## config.mk

```make
export PLATFORM = sky130hd
export DESIGN_NAME = mac_sequencer
export DESIGN_NICKNAME = d
export VERILOG_FILES = /design/src/rtl/mac_sequencer.sv
export SDC_FILE = /design/constraint.sdc
export NUM_CORES = 1
export LEC_CHECK = 0
export ABC_AREA = 1
export BUFFER_PORTS_ARGS = -buffer_cell sky130_fd_sc_hd__buf_2
export CORE_MARGIN = 2
export CORE_UTILIZATION = 52
export DETAILED_ROUTE_END_ITERATION = 10
export PLACE_DENSITY = 0.8
export SLEW_MARGIN = 10
export SYNTH_ARGS = -nofsm -noshare
export SYNTH_HDL_FRONTEND = slang
export SYNTH_SLANG_ARGS = --single-unit
```

## constraint.sdc

```tcl
create_clock -name clk -period 3.3 [get_ports clk]
set_input_delay 0.495 -clock clk [delete_from_list [all_inputs] [get_ports clk]]
set_output_delay 0.495 -clock clk [all_outputs]
set_load 0.01 [all_outputs]
```

## src/rtl/mac_sequencer.sv

```systemverilog
`default_nettype none
// ============================================================================
// mac_sequencer: time-shares one external multiply-add unit for trinomials
// ((a*x+b)*x+c) and sums of products (sum of a*x).  Revision 1.0
// ============================================================================
module mac_sequencer #(
  parameter int DW        = 8,
  parameter int OW        = 17,
  parameter int MAC_LAT   = 1,
  parameter int MAX_TERMS = 16
) (
  input  logic          clk,
  input  logic          reset,
  input  logic          mode,
  input  logic          valid_input,
  input  logic          last_input,
  input  logic [DW-1:0] num_a,
  input  logic [DW-1:0] num_b,
  input  logic [DW-1:0] num_c,
  input  logic [DW-1:0] num_x,
  output logic          ready,
  output logic          mac_start,
  output logic [OW-1:0] mac_in_1,
  output logic [DW-1:0] mac_in_2,
  output logic [OW-1:0] mac_in_add,
  input  logic [OW-1:0] mac_out,
  output logic          valid_output,
  output logic [OW-1:0] final_output,
  output logic          forced_last
);

  localparam int            CW        = $clog2(MAX_TERMS + 1);
  localparam int            WW        = (MAC_LAT > 1) ? $clog2(MAC_LAT) : 1;
  localparam logic [CW-1:0] MAX_CNT   = CW'(MAX_TERMS);
  localparam logic [WW-1:0] WAIT_INIT = WW'(MAC_LAT - 1);

  typedef enum logic [1:0] {
    IDLE  = 2'd0,
    ISSUE = 2'd1,
    WAIT  = 2'd2,
    OUT   = 2'd3
  } state_t;

  state_t        state;
  logic [DW-1:0] c_q;
  logic          last_q;
  logic          mode_q;
  logic          pass2;
  logic          run_open;
  logic [CW-1:0] term_cnt;
  logic [WW-1:0] wait_cnt;
  logic [OW-1:0] acc;

  logic          accept;
  logic          eff_mode;
  logic [OW-1:0] sop_add;

  assign ready    = (state == IDLE) && !reset;
  assign accept   = valid_input && ready;
  // An open sum-of-products run pins the mode until it closes.
  assign eff_mode = run_open ? mode_q : mode;
  assign sop_add  = run_open ? acc : '0;

  always_ff @(posedge clk or posedge reset) begin
    if (reset) begin
      state        <= IDLE;
      c_q          <= '0;
      last_q       <= 1'b0;
      mode_q       <= 1'b0;
      pass2        <= 1'b0;
      run_open     <= 1'b0;
      term_cnt     <= '0;
      wait_cnt     <= '0;
      acc          <= '0;
      mac_start    <= 1'b0;
      mac_in_1     <= '0;
      mac_in_2     <= '0;
      mac_in_add   <= '0;
      valid_output <= 1'b0;
      final_output <= '0;
      forced_last  <= 1'b0;
    end else begin
      mac_start    <= 1'b0;
      valid_output <= 1'b0;
      forced_last  <= 1'b0;
      case (state)
        IDLE: begin
          if (accept) begin
            c_q       <= num_c;
            last_q    <= last_input;
            mode_q    <= eff_mode;
            pass2     <= 1'b0;
            mac_start <= 1'b1;
            mac_in_1  <= OW'(num_a);
            mac_in_2  <= num_x;
            if (eff_mode) begin
              mac_in_add <= OW'(num_b);
            end else begin
              mac_in_add <= sop_add;
              if (!run_open) begin
                run_open <= 1'b1;
                term_cnt <= CW'(1);
              end
            end
            state <= ISSUE;
          end
        end
        ISSUE: begin
          wait_cnt <= WAIT_INIT;
          state    <= WAIT;
        end
        WAIT: begin
          if (wait_cnt != '0) begin
            wait_cnt <= wait_cnt - WW'(1);
          end else begin
            acc <= mac_out;
            if (mode_q && !pass2) begin
              // Second trinomial pass reuses x; the first pass result is the multiplicand.
              pass2      <= 1'b1;
              mac_start  <= 1'b1;
              mac_in_1   <= mac_out;
              mac_in_add <= OW'(c_q);
              state      <= ISSUE;
            end else begin
              mac_in_1   <= '0;
              mac_in_2   <= '0;
              mac_in_add <= '0;
              if (mode_q || last_q || (term_cnt == MAX_CNT)) begin
                valid_output <= 1'b1;
                final_output <= mac_out;
                forced_last  <= !mode_q && !last_q;
                state        <= OUT;
              end else begin
                term_cnt <= term_cnt + CW'(1);
                state    <= IDLE;
              end
            end
          end
        end
        OUT: begin
          run_open <= 1'b0;
          term_cnt <= '0;
          state    <= IDLE;
        end
        default: state <= IDLE;
      endcase
    end
  end

endmodule
`default_nettype wire

```

# == Word level (Yosys, flattened, before mapping) ==
# Index checks and enable logic that the tools add are counted.
# op_classes
n_addsub,2
eq_ne,11
mux,48
bitwise_logic,2
n_reduce_logical,24
# op_table
operator,count
2-to-1 mux 17 bit,7
one-hot mux 17 bit (2 select lines),2
2-to-1 mux 8 bit,4
2-to-1 mux 5 bit,6
2-to-1 mux 1 bit,18
one-hot mux 8 bit (2 select lines),1
one-hot mux 5 bit (3 select lines),1
"inequality test 2 bit, second input constant",7
AND reduction 4 bit,3
2-to-1 mux 2 bit,4
one-hot mux 1 bit (2 select lines),4
one-hot mux 2 bit (4 select lines),1
AND reduction 7 bit,1
AND reduction 2 bit,3
AND reduction 3 bit,2
nonzero test 2 bit,3
"adder 5 x 1 -> 5 bit, second input constant",1
"== test 5 bit, second input constant",1
"== test 2 bit, second input constant",2
logical AND 1 bit,4
logical NOT 1 bit,4
nonzero test 3 bit,1
"== test 2 x 1 -> 1 bit, second input constant",1
logical NOT 2 bit,1
3 further kinds,5
# totals
register_bits,99
input_bits,54
word_cells,103

# == Logic depth before layout (Yosys ltp) ==
# logic_depth
word_depth,6
ltp_mapped,11

# == Worst setup path before layout ==
# OpenSTA, ideal clock, no wires.
# synth_timing
path_kind,input-to-reg
start,in reset
end,reg mac_in_add[16]
setup_ns,0.136
arrival_time_ns,3.658
required_time_ns,3.164
setup_slack_ns,-0.494
cell_stages,7
path_buffers,1
path_cell_list,inv_1 nand3_1 nand2_2 inv_2 buf_2 nand2_1 o31ai_1
# synth_between
elab_chain_len,5
# synth_lines
item,line,source
start: declaration,13,"input logic reset,"
logical NOT 1 bit (no source line),--,
logical AND 1 bit,58,assign ready = (state == IDLE) && !reset;
logical AND 1 bit,59,assign accept = valid_input && ready;
inequality test 2 bit (no source line),--,
AND reduction 3 bit (no source line),--,
end signal: assignment,97,mac_in_add <= OW'(num_b);
end signal: assignment,99,mac_in_add <= sop_add;
end signal: assignment,122,mac_in_add <= OW'(c_q);
end: declaration,25,"output logic [OW-1:0] mac_in_add,"
# No other way between the ends.
# A chain may end at the register's enable or synchronous reset.

# == Final worst setup path ==
# layout_timing
start,reg state[0]
end,reg final_output[5]
# layout_between
elab_chain_len,2
# layout_lines
item,line,source
start: declaration,44,state_t state;
start signal: assignment,66,state <= IDLE;
start signal: assignment,105,state <= ISSUE;
start signal: assignment,110,state <= WAIT;
== test 2 bit,86,case (state)
AND reduction 4 bit (no source line),--,
end signal: assignment,130,final_output <= mac_out;
end: declaration,28,"output logic [OW-1:0] final_output,"
# No other way between the ends.

==> flow_metrics.env <==
export IMPL_synth_area_um2=4133
export IMPL_critPathMaxStageDelay_ps=530
export IMPL_cts_tree="built"
export IMPL_worst_pin_slew_ps=647.8
export IMPL_status="finished, final reports clean"
export IMPL_finalMaxSlewViolations=0
export IMPL_critPathArrivalTime_ps=2490
export IMPL_drtIter0Drc=272
export IMPL_wl_per_cell_um=14.34
export IMPL_postLayoutCoreUtil_pct=64.46
export IMPL_synth_edf_count=0
export IMPL_hpwl_um=7209
export IMPL_critical_path_top_delay_family="simple AND/OR/NAND/NOR gates"
export IMPL_syn_inst=480
export IMPL_antenna_cells=0
export IMPL_path_buf_inv=1
export IMPL_avgViaCountPerCell=5.197
export IMPL_synthAdderAreaFrac_pct=0.6055
export IMPL_fin_tns_setup_ps=0
export IMPL_fin_worst_skew_ps=10.16
export IMPL_port_buffer_count=116
export IMPL_yosys_area_top_type="dfrtp_1"
export IMPL_clkTransAtPathRegs_ps=100
export IMPL_avgSynthCellArea_um2=8.610
export IMPL_cts_root_buf="clkbuf_8"
export IMPL_clk_latency_ps=360
export IMPL_layout_nets=648
export IMPL_chipHeight_um=93.15
export IMPL_synthSimpleGateAreaFrac_pct=28.46
export IMPL_power_frac_comb_pct=39.4
export IMPL_gp_congestion=0.8790
export IMPL_cts_hold_buf=0
export IMPL_vias=3633
export IMPL_irDropWorstVdd_mv=0.4340
export IMPL_synth_area_leaders="dfrtp_1, nand2_1, nand3_1"
export IMPL_start_util_pct=53.48
export IMPL_synth_cell_types=24
export IMPL_ant_nets=0
export IMPL_crit_slowest_cell="nor2_2"
export IMPL_synthMuxAreaShare_pct=0
export IMPL_synth_xor_area_share_pct=0.2119
export IMPL_power_leakage_uw=0.002776
export IMPL_seqPwrFrac_pct=43.5
export IMPL_period_share_pct=66.31
export IMPL_cp_required_ps=3610
export IMPL_synth_top_family_by_area="simple AND/OR/NAND/NOR gates"
export IMPL_track_usage_pct=24.10
export IMPL_ff2ff_path_depth=7
export IMPL_n_fill_cell=646
export IMPL_fmax_mhz=457.0
export IMPL_routed_wl_um=10030
export IMPL_firstDrtPassIters=5
export IMPL_cap_violations=0
export IMPL_antenna_found_initial=0
export IMPL_ys_warn_count=0
export IMPL_core_area_um2=7727
export IMPL_ys_async_sr_fraction_pct=100.0
export IMPL_period_needed_ps=2188
export IMPL_rows=32
export IMPL_drc=0
export IMPL_cts_buffer_depth=2
export IMPL_layout_drive_gt1_share_pct=25.96
export IMPL_p_clk_share_pct=17.1
export IMPL_syn_to_final_growth_pct=20.53
export IMPL_grt_pass1_wl_um=16390
export IMPL_reg2reg_from="state[0]$_DFFE_PP0P_"
export IMPL_critical_path_class="reg -> reg"
export IMPL_setup_viol=0
export IMPL_cts_max_level=3
export IMPL_r2r_end="final_output[5]$_DFFE_PP0P_"
export IMPL_grt_max_degree=53
export IMPL_synthTopCellsByCount="nand2_1, dfrtp_1, nand3_1, o21ai_0, nor2_1"
export IMPL_die_x_um=93.15
export IMPL_grt_setup_unrepaired="no"
export IMPL_cts_resized=0
export IMPL_synth_top_area_share_pct=59.34
export IMPL_post_cts_buffers=0
export IMPL_synth_main_ff_cell="dfrtp_1"
export IMPL_synth_most_common_cell="nand2_1"
export IMPL_synth_ff_latch_count=98
export IMPL_end_kind="register"
export IMPL_crit_fanout=21
export IMPL_slew_headroom_pct=56.82
export IMPL_pin_count=117
export IMPL_dieArea_um2=8677
export IMPL_switching_share_pct=41.81
export IMPL_grt_pass1_vias=3425
export IMPL_finalHoldViolations=0
export IMPL_start_kind="register"
export IMPL_cts_sinks=98
export IMPL_grt_overflow_total=0
export IMPL_synth_compound_area_share_pct=6.691
export IMPL_hold_path_class="in -> async"
export IMPL_worstPathCellList="nor2_2, nand3_1, nand2_2, nand2_2, clkinv_2, nand2_1, nand2_1"
export IMPL_powerDensity_nw_per_um2=946.3
export IMPL_yosysSeqAreaShare_pct=59.34
export IMPL_p_int_uw=2743
export IMPL_switchingPower_uw=1971
export IMPL_syn_nets=536
export IMPL_reg2reg_slack_ps=1110
export IMPL_cts_buffers=9
-- cell usage in the layout, fill, tap and decap left out, types with 2 or more instances in the layout --
cell type / synthesis / routed
nand2_1: 218 / 218
buf_2: 10 / 116
dfrtp_1: 98 / 98
nand3_1: 41 / 41
o21ai_0: 24 / 24
nor2_1: 19 / 19
inv_1: 16 / 15
o31ai_1: 11 / 11
clkbuf_8: 0 / 10
a31oi_1: 8 / 8
inv_2: 5 / 5
nand2_2: 5 / 5
buf_4: 2 / 5
clkinvlp_4: 0 / 3
nor2_2: 3 / 3
inv_6: 0 / 3
o21ai_1: 2 / 2
nor3_1: 2 / 2
ha_1: 2 / 2
-- routing by layer --
layer	track usage [%]	share of wire, %	vias up
met5	0	0	-
met4	6.985	0.80	0
met3	5.721	5.9	6
met2	37.56	48	134
met1	34.10	45	1738
li1	-	-	1755
-- worst max-delay path by stage --
stage	startpoint	end	depth (start not counted)	slack (ps)
floorplan	reset	mac_in_add[16]$_DFFE_PP0P_	7	220
global placement	state[0]$_DFFE_PP0P_	final_output[6]$_DFFE_PP0P_	7	1210
detailed placement	state[0]$_DFFE_PP0P_	final_output[5]$_DFFE_PP0P_	7	1130
CTS	state[0]$_DFFE_PP0P_	final_output[5]$_DFFE_PP0P_	7	1100
global route	state[0]$_DFFE_PP0P_	final_output[5]$_DFFE_PP0P_	7	870
finish	state[0]$_DFFE_PP0P_	final_output[5]$_DFFE_PP0P_	7	1110
-- metrics by stage --
step	hold WS [ps]	setup slack (ps)	power (µW)	instance area (µm²)	cells
final	320.1	1112	4714	4981	699
after detailed placement	464.5	1133	3922	4772	683
after floorplan	444.8	221.1	3261	4136	480
after global placement	460.3	1212	3839	4772	683
after global routing	331.7	873.6	5081	4981	699
after CTS	327.3	1103	4730	4981	699
-- cells by family after synthesis --
family          count (synthesis)
compound gates                 47
xor+xnor                        1
fa+ha+maj                       2
buf+inv                        42
flops                          98
simple gates                  290
-- sequential cells by signal, indices dropped and copies added, names as in the netlist, 2 cells and up --
| signal | count |
|---|---|
| mac_in_1 | 17 |
| term_cnt | 5 |
| state | 2 |
| c_q | 8 |
| mac_in_2 | 8 |
| final_output | 17 |
| mac_in_add | 17 |
| acc | 17 |
-- power by group through the flow --
| stage | sequential [µW] | combinational, µW | clock, µW |
|---|---|---|---|
| final | 2050 | 1860 | 807 |
| after global routing | 2110 | 2110 | 867 |
| after CTS | 2050 | 1870 | 817 |
| after detailed placement | 2060 | 1870 | 0 |
| after global placement | 2050 | 1790 | 0 |
| after floorplan | 2150 | 1120 | 0 |
-- worst reg2reg max path, delay by kind of cell, from the launching register on --
kind,cells,cell delay (ps)
and+or+nand+nor,6,1310
DFF,1,520
buffers and inverters,1,310
-- cell type report --
type	count	area, µm²	area share, %
Clock buffer	10	137.6	2.763
Sequential cell	98	2452	49.23
Multi-Input combinational cell	340	1486	29.84
Tap cell	102	127.6	2.562
Clock inverter	6	71.32	1.432
Timing Repair Buffer	121	618.1	12.41
Inverter	22	87.58	1.758
Power figures use the tool's default switching activity.
